--- config.mk ---
export PLATFORM = sky130hd
export DESIGN_NAME = mult_acc_simd
export DESIGN_NICKNAME = d
export VERILOG_FILES = /design/src/rtl/mult_acc_simd.sv
export SDC_FILE = /design/constraint.sdc
export NUM_CORES = 2
export LEC_CHECK = 0
export CAP_MARGIN = 15
export CORE_MARGIN = 5
export CORE_UTILIZATION = 51
export DETAILED_ROUTE_END_ITERATION = 10
export MAX_ROUTING_LAYER = met4
export PLACE_DENSITY_LB_ADDON = 0.1
export SLEW_MARGIN = 20
export SYNTH_ARGS = -nofsm -noshare
export SYNTH_HDL_FRONTEND = slang
export SYNTH_SLANG_ARGS = --single-unit
--- constraint.sdc ---
create_clock -name clk -period 3.95 [get_ports clk]
set_clock_uncertainty 0.05 [all_clocks]
set_input_delay 1.185 -clock clk [delete_from_list [all_inputs] [get_ports clk]]
set_output_delay 1.185 -clock clk [all_outputs]
set_load 0.01 [all_outputs]
--- src/rtl/mult_acc_simd.sv ---
// rtl/mult_acc_simd.sv - per-lane SIMD product accumulator with valid/ready output (optional ACC_SAT_EN saturation)
module mult_acc_simd #(
    parameter int PICTURE_NUM = 8,
    parameter int WIDTH_IN    = 20,
    parameter int WIDTH_ACC   = 32,
    parameter int LEN_W       = 12
) (
    input  logic                             clk,
    input  logic                             rst_n,
    input  logic                             start,
    input  logic [LEN_W-1:0]                 acc_len,
    input  logic                             in_valid,
    output logic                             in_ready,
    input  logic [PICTURE_NUM*WIDTH_IN-1:0]  data_in,
    output logic                             out_valid,
    input  logic                             out_ready,
    output logic [PICTURE_NUM*WIDTH_ACC-1:0] data_out,
    output logic                             busy,
    output logic                             ovf
);

    localparam logic [1:0] S_IDLE = 2'd0;
    localparam logic [1:0] S_ACC  = 2'd1;
    localparam logic [1:0] S_DONE = 2'd2;

    logic [1:0]                       state_q, state_d;
    logic [LEN_W-1:0]                 len_q, len_d;
    logic [LEN_W-1:0]                 cnt_q, cnt_d;
    logic [LEN_W-1:0]                 cnt_inc;
    logic [PICTURE_NUM*WIDTH_ACC-1:0] acc_q, acc_d;
    logic [PICTURE_NUM*WIDTH_ACC-1:0] dout_q, dout_d;
    logic                             out_valid_q, out_valid_d;
    logic [PICTURE_NUM*WIDTH_ACC-1:0] sum_w;
    logic [PICTURE_NUM-1:0]           clamp_w;
    logic signed [WIDTH_ACC-1:0]      lane_a, lane_x, lane_s;

    // Per-lane sign-extended add; the optional clamp replaces the wrapped result on signed overflow
    always_comb begin
        sum_w   = '0;
        clamp_w = '0;
        lane_a  = '0;
        lane_x  = '0;
        lane_s  = '0;
        for (int i = 0; i < PICTURE_NUM; i++) begin
            lane_a = acc_q[i*WIDTH_ACC +: WIDTH_ACC];
            lane_x = WIDTH_ACC'($signed(data_in[i*WIDTH_IN +: WIDTH_IN]));
            lane_s = lane_a + lane_x;
`ifdef ACC_SAT_EN
            if ((lane_a[WIDTH_ACC-1] == lane_x[WIDTH_ACC-1]) &&
                (lane_s[WIDTH_ACC-1] != lane_a[WIDTH_ACC-1])) begin
                clamp_w[i] = 1'b1;
                lane_s     = lane_a[WIDTH_ACC-1] ? {1'b1, {(WIDTH_ACC-1){1'b0}}}
                                                 : {1'b0, {(WIDTH_ACC-1){1'b1}}};
            end
`endif
            sum_w[i*WIDTH_ACC +: WIDTH_ACC] = lane_s;
        end
    end

    assign cnt_inc = cnt_q + LEN_W'(1);

    // Job sequencing: latch length on start, accumulate beats, park the result until handed off
    always_comb begin
        state_d     = state_q;
        len_d       = len_q;
        cnt_d       = cnt_q;
        acc_d       = acc_q;
        dout_d      = dout_q;
        out_valid_d = out_valid_q;
        case (state_q)
            S_IDLE: begin
                if (start && (acc_len != '0)) begin
                    len_d   = acc_len;
                    cnt_d   = '0;
                    acc_d   = '0;
                    state_d = S_ACC;
                end
            end
            S_ACC: begin
                if (in_valid) begin
                    acc_d = sum_w;
                    cnt_d = cnt_inc;
                    if (cnt_inc == len_q) begin
                        dout_d      = sum_w;
                        out_valid_d = 1'b1;
                        state_d     = S_DONE;
                    end
                end
            end
            S_DONE: begin
                if (out_ready) begin
                    out_valid_d = 1'b0;
                    state_d     = S_IDLE;
                end
            end
            default: state_d = S_IDLE;
        endcase
    end

    // State registers with synchronous active-low reset
    always_ff @(posedge clk) begin
        if (!rst_n) begin
            state_q     <= S_IDLE;
            len_q       <= '0;
            cnt_q       <= '0;
            acc_q       <= '0;
            dout_q      <= '0;
            out_valid_q <= 1'b0;
        end else begin
            state_q     <= state_d;
            len_q       <= len_d;
            cnt_q       <= cnt_d;
            acc_q       <= acc_d;
            dout_q      <= dout_d;
            out_valid_q <= out_valid_d;
        end
    end

`ifdef ACC_SAT_EN
    logic ovf_q, ovf_d;

    // Sticky clamp flag, cleared by an accepted start
    always_comb begin
        ovf_d = ovf_q;
        if ((state_q == S_IDLE) && start && (acc_len != '0)) begin
            ovf_d = 1'b0;
        end else if ((state_q == S_ACC) && in_valid) begin
            ovf_d = ovf_q | (|clamp_w);
        end
    end

    // Clamp flag register
    always_ff @(posedge clk) begin
        if (!rst_n) begin
            ovf_q <= 1'b0;
        end else begin
            ovf_q <= ovf_d;
        end
    end

    assign ovf = ovf_q;
`else
    assign ovf = 1'b0;
`endif

    assign in_ready  = (state_q == S_ACC);
    assign busy      = (state_q != S_IDLE);
    assign out_valid = out_valid_q;
    assign data_out  = dout_q;

endmodule
==> impl.org <==
** Clock tree
- For this design, the sink count on the clock tree is 539.
- In this run the deepest clock path goes through 3 buffers.
- For the worst-skew pair, the clock arrives at the later sink with an insertion delay of 0.62 ns.
- Number of buffers inserted by hold repair at cts :: 0
- After clock tree synthesis, the clock-pin slew on the worst setup and hold paths is 0.06 ns.
- Total clock buffers created by CTS :: 58
- CTS tree :: done
- CTS built an H-tree with a depth of 2.
- Root cell of the clock tree :: sky130_fd_sc_hd__clkbuf_16

** Routing
- After the first detailed-routing iteration, the DRC count stood at 2110.
- After detailed routing, the number of remaining DRC violations is 0.
- In this run the remaining antenna-violating nets after routing total 0.
- For this block, the routed nets add up to approximately 100000 µm of wire.
- Using the TritonRoute via totals, the vias-per-cell ratio works out to 5.65.
- Via count :: 31.4k
- After detailed routing, the average wire length per cell comes to 18.8 µm.
- Before antenna repair, the detailed router went through 5 iterations.

** Die
- Floorplan core area :: approximately 61000 µm²
- In this run the core area contains 90 standard-cell rows.
- Io pins :: 437
- The floorplan step set the die height to 258 µm.
- The die is 258 µm wide.
- For this configuration, the core starts out at a cell density of approximately half.
- The die covers roughly 66000 µm².

** Synthesis
- Cell area after synthesis :: 31300 µm²
- Flip-flop and latch count after synthesis :: around 540
- Synthesis produced a netlist whose cell count is 3940.
- A synthesized cell averages between 7 and 8 µm².
- Count of warnings emitted by yosys :: 0
- Of all flip-flops after synthesis, the portion carrying an async set or reset was 0%.
- Register area share after synthesis :: 34.5%
- When the netlist entered floorplanning its net count stood at 4375.
- Count of unique library cells instantiated by Yosys :: 91
- Among all flip-flop cells after synthesis, the most frequent one is sky130_fd_sc_hd__dfxtp_1.
- Counting flops with a built-in enable in the synthesized netlist gives 0.

** Pwr
- PnR Total Power :: 0.0145 W
- Leakage Power :: 17.9 nW
- Power spread over the standard cell area amounts to 344 nW/µm².
- VDD sags by at most just over 0.4 mV.

** Critical path
- The worst setup path is captured at a flop.
- Kind of critical path :: input port to flop
- At the worst endpoint, the arrival time is 4.32 ns.
- Sort of element at the start of the critical path :: input port
- At the worst endpoint, the required time is 4.39 ns.
- In this run the worst path has a maximum fanout of 3.

** Layout
- Total area of sequential cells :: 10800 µm²
- In the final design database the tool counted between 5k and 6k nets.
- Most common cell after layout, fill and taps aside :: sky130_fd_sc_hd__dfxtp_1
- Growth of design area from synthesis to finish :: 34.4%
- FILL cells :: 5099
- The library cells used most frequently in the layout, excluding fill and tap cells, are 539 x sky130_fd_sc_hd__dfxtp_1, 526 x sky130_fd_sc_hd__nand2_1, 468 x sky130_fd_sc_hd__buf_4.
- Final standard cell count with taps included and fillers excluded :: 5553
- Area used by multi-input combinational logic :: 19700 µm²
- Share of cells above drive strength 1 :: between 10% and 20%

** Global route
- Global-route wire length before repair :: ~160000 µm
- The initial antenna violation count is 12.
- Overall overflow remaining after global route :: 0
- GR met3 Demand/Resource :: 6.63%
- Largest net degree at the start of global routing :: 86
- The via count of the first global-routing pass is 30.4k.
- In this run the most used layer during global routing was met2.
- Gr usage total :: 30.5%
- For met2 alone, demand over resource in global routing was 49.3%.
- Met1 capacity usage during global routing :: between 30% and 40%

** Placed design
- HPWL after detailed placement :: 74900 µm
- Final RePlAce weighted congestion :: between 0.9 and 1
- After detailed placement, the design holds a cell count of 5428.
- Input and output buffers added on the ports amount to ~440.

** STA
- The final max-slew violation count came to 0.
- Post-layout minimum cycle time :: between 3 and 4 ns
- The hold violation total from the final report was 0.
- Adding up every negative setup slack in the final design gives 0 ns.
- Post-Route Hold Slack :: 0.398 ns
- Number of failing setup endpoints in the final timing report :: 0
- Derived from the worst setup path, the maximum achievable clock frequency is approximately 260 MHz.
- Worst Tran Pin Value :: 0.817 ns
- Fin crit share :: 98.2%
- Headroom to the max-slew limit came out at 45.4%.

** Flow run
- Max-cap violations in this run came to 0.

** Status
- The flow ran to the end, and the final reports show no timing, DRC or antenna violations.

** Min path
- The min-delay analysis places its worst path in the category flop to flop.
==> Yosys cell counts (7+ instances only) <==
| cell | number | area, µm² |
|---|---|---|
| sky130_fd_sc_hd__o21ai_1 | 7 | 35.0 |
| sky130_fd_sc_hd__nand3_1 | 142 | 711 |
| sky130_fd_sc_hd__inv_1 | 63 | 236 |
| sky130_fd_sc_hd__o2111ai_1 | 7 | 61.3 |
| sky130_fd_sc_hd__or2_2 | 9 | 56.3 |
| sky130_fd_sc_hd__a21oi_1 | 457 | 2290 |
| sky130_fd_sc_hd__a22o_1 | 49 | 429 |
| sky130_fd_sc_hd__buf_2 | 38 | 190 |
| sky130_fd_sc_hd__and2_1 | 19 | 119 |
| sky130_fd_sc_hd__o21bai_1 | 42 | 315 |
| sky130_fd_sc_hd__a21o_1 | 119 | 893 |
| sky130_fd_sc_hd__ha_1 | 250 | 3130 |
| sky130_fd_sc_hd__dfxtp_1 | 539 | 10800 |
| sky130_fd_sc_hd__nor2_1 | 420 | 1580 |
| sky130_fd_sc_hd__a211oi_1 | 44 | 330 |
| sky130_fd_sc_hd__or4_1 | 7 | 52.6 |
| sky130_fd_sc_hd__or3_1 | 37 | 231 |
| sky130_fd_sc_hd__clkbuf_1 | 157 | 589 |
| sky130_fd_sc_hd__buf_1 | 11 | 41.3 |
| sky130_fd_sc_hd__nor3b_1 | 7 | 52.6 |
| sky130_fd_sc_hd__a22oi_1 | 47 | 353 |
| sky130_fd_sc_hd__mux2i_1 | 10 | 100 |
| sky130_fd_sc_hd__a21boi_0 | 8 | 60.1 |
| sky130_fd_sc_hd__xor2_1 | 101 | 885 |
| sky130_fd_sc_hd__o211ai_1 | 19 | 143 |
| sky130_fd_sc_hd__nor3_1 | 41 | 205 |
| sky130_fd_sc_hd__o21a_1 | 54 | 405 |
| sky130_fd_sc_hd__and3_1 | 43 | 269 |
| sky130_fd_sc_hd__nand2_1 | 529 | 1990 |
| sky130_fd_sc_hd__nor2b_1 | 20 | 125 |
| sky130_fd_sc_hd__a211o_1 | 13 | 114 |
| sky130_fd_sc_hd__nand4_1 | 35 | 219 |
| sky130_fd_sc_hd__nor4_1 | 16 | 100 |
| sky130_fd_sc_hd__a31oi_1 | 85 | 532 |
| sky130_fd_sc_hd__fa_1 | 8 | 160 |
| sky130_fd_sc_hd__o21ai_0 | 184 | 921 |
| sky130_fd_sc_hd__nand2b_1 | 38 | 238 |
| sky130_fd_sc_hd__xnor2_1 | 147 | 1290 |
==> state kept, by name (all words and copies together), names as in the netlist <==
register and flops:
acc_q 256, len_q 12, cnt_q 12, state_q 2, out_valid 1, data_out 256
==> area by class of cell <==
cell class	instances	share of cell area [%]
multi-input cells	3129	46.9
well taps	782	2.33
clock buffers	84	4.26
diodes	12	0.0714
flip-flops and latches	539	25.6
inverters	63	0.580
clock inverters	25	0.735
repair buffers	919	19.5
==> final timing paths <==
kind         slack, ns                       start                          to  depth (start not counted)
min reg2reg       0.40  data_out[197]$_SDFFE_PN0P_  data_out[197]$_SDFFE_PN0P_                          2
min               0.40  data_out[197]$_SDFFE_PN0P_  data_out[197]$_SDFFE_PN0P_                          2
max               0.07                 data_in[20]   data_out[62]$_SDFFE_PN0P_                         13
max reg2reg       0.48       cnt_q[0]$_SDFFE_PN0P_   data_out[53]$_SDFFE_PN0P_                         11
==> worst max-delay path, cell delays in order <==
cell                              delay [ns]
sky130_fd_sc_hd__clkdlybuf4s50_1        0.41
sky130_fd_sc_hd__ha_1                   0.23
sky130_fd_sc_hd__fa_1                   0.40
sky130_fd_sc_hd__a21o_1                 0.17
sky130_fd_sc_hd__a21o_1                 0.20
sky130_fd_sc_hd__a2111oi_2              0.40
sky130_fd_sc_hd__o21bai_1               0.16
sky130_fd_sc_hd__a21oi_2                0.24
sky130_fd_sc_hd__o31a_1                 0.20
sky130_fd_sc_hd__o21ai_1                0.12
sky130_fd_sc_hd__a41oi_2                0.28
sky130_fd_sc_hd__mux2i_1                0.23
sky130_fd_sc_hd__nand3_1                0.08
==> power breakdown <==
| group | switching (W) | leakage, nW | internal [W] |
|---|---|---|---|
| Combinational | 0.00156 | 12.5 | 0.00130 |
| Clock | 0.00238 | 1.04 | 0.00354 |
| Sequential | 0.000105 | 4.36 | 0.00559 |
| Total | 0.00404 | 17.9 | 0.0104 |
==> metal layers <==
metal,vias up,part of all wire [%]
li1,15700,-
met1,14600,44
met2,925,46
met3,171,7.4
met4,0,2.9
met5,-,0
==> kinds of logic (layout without fill, tap and decap cells) <==
group,after synthesis,after routing,synth area share [%]
DFF,539,539,34.5
other,1,13,0.0120
AOI/OAI and AO/OA,1214,1214,24.4
buffers and inverters,272,1091,3.46
xor gates and xnor gates,248,248,6.94
and+or+nand+nor,1398,1398,20.0
muxes,10,10,0.320
adders and majority gates,258,258,10.5
==> through the flow <==
stage                     area (µm²)  worst slack (ns)  utilization [%]
after global routing           42100           -0.0457             69.4
after global placement         39700            -0.685             65.6
final                          42100            0.0730             69.4
after floorplan                31300            0.0185                -
after CTS                      41800           0.00365             69.0
after detailed placement       39700            -0.693             65.6
==> repair_timing <==
action | in CTS | in global routing
pin swaps | 0 | 14
endpoints found under the setup margin | 2 | 86
buffers inserted | 0 | 4
cloned | 0 | 0
resized for setup | 1 | 42
No activity file was read; power rests on OpenSTA's default activity.
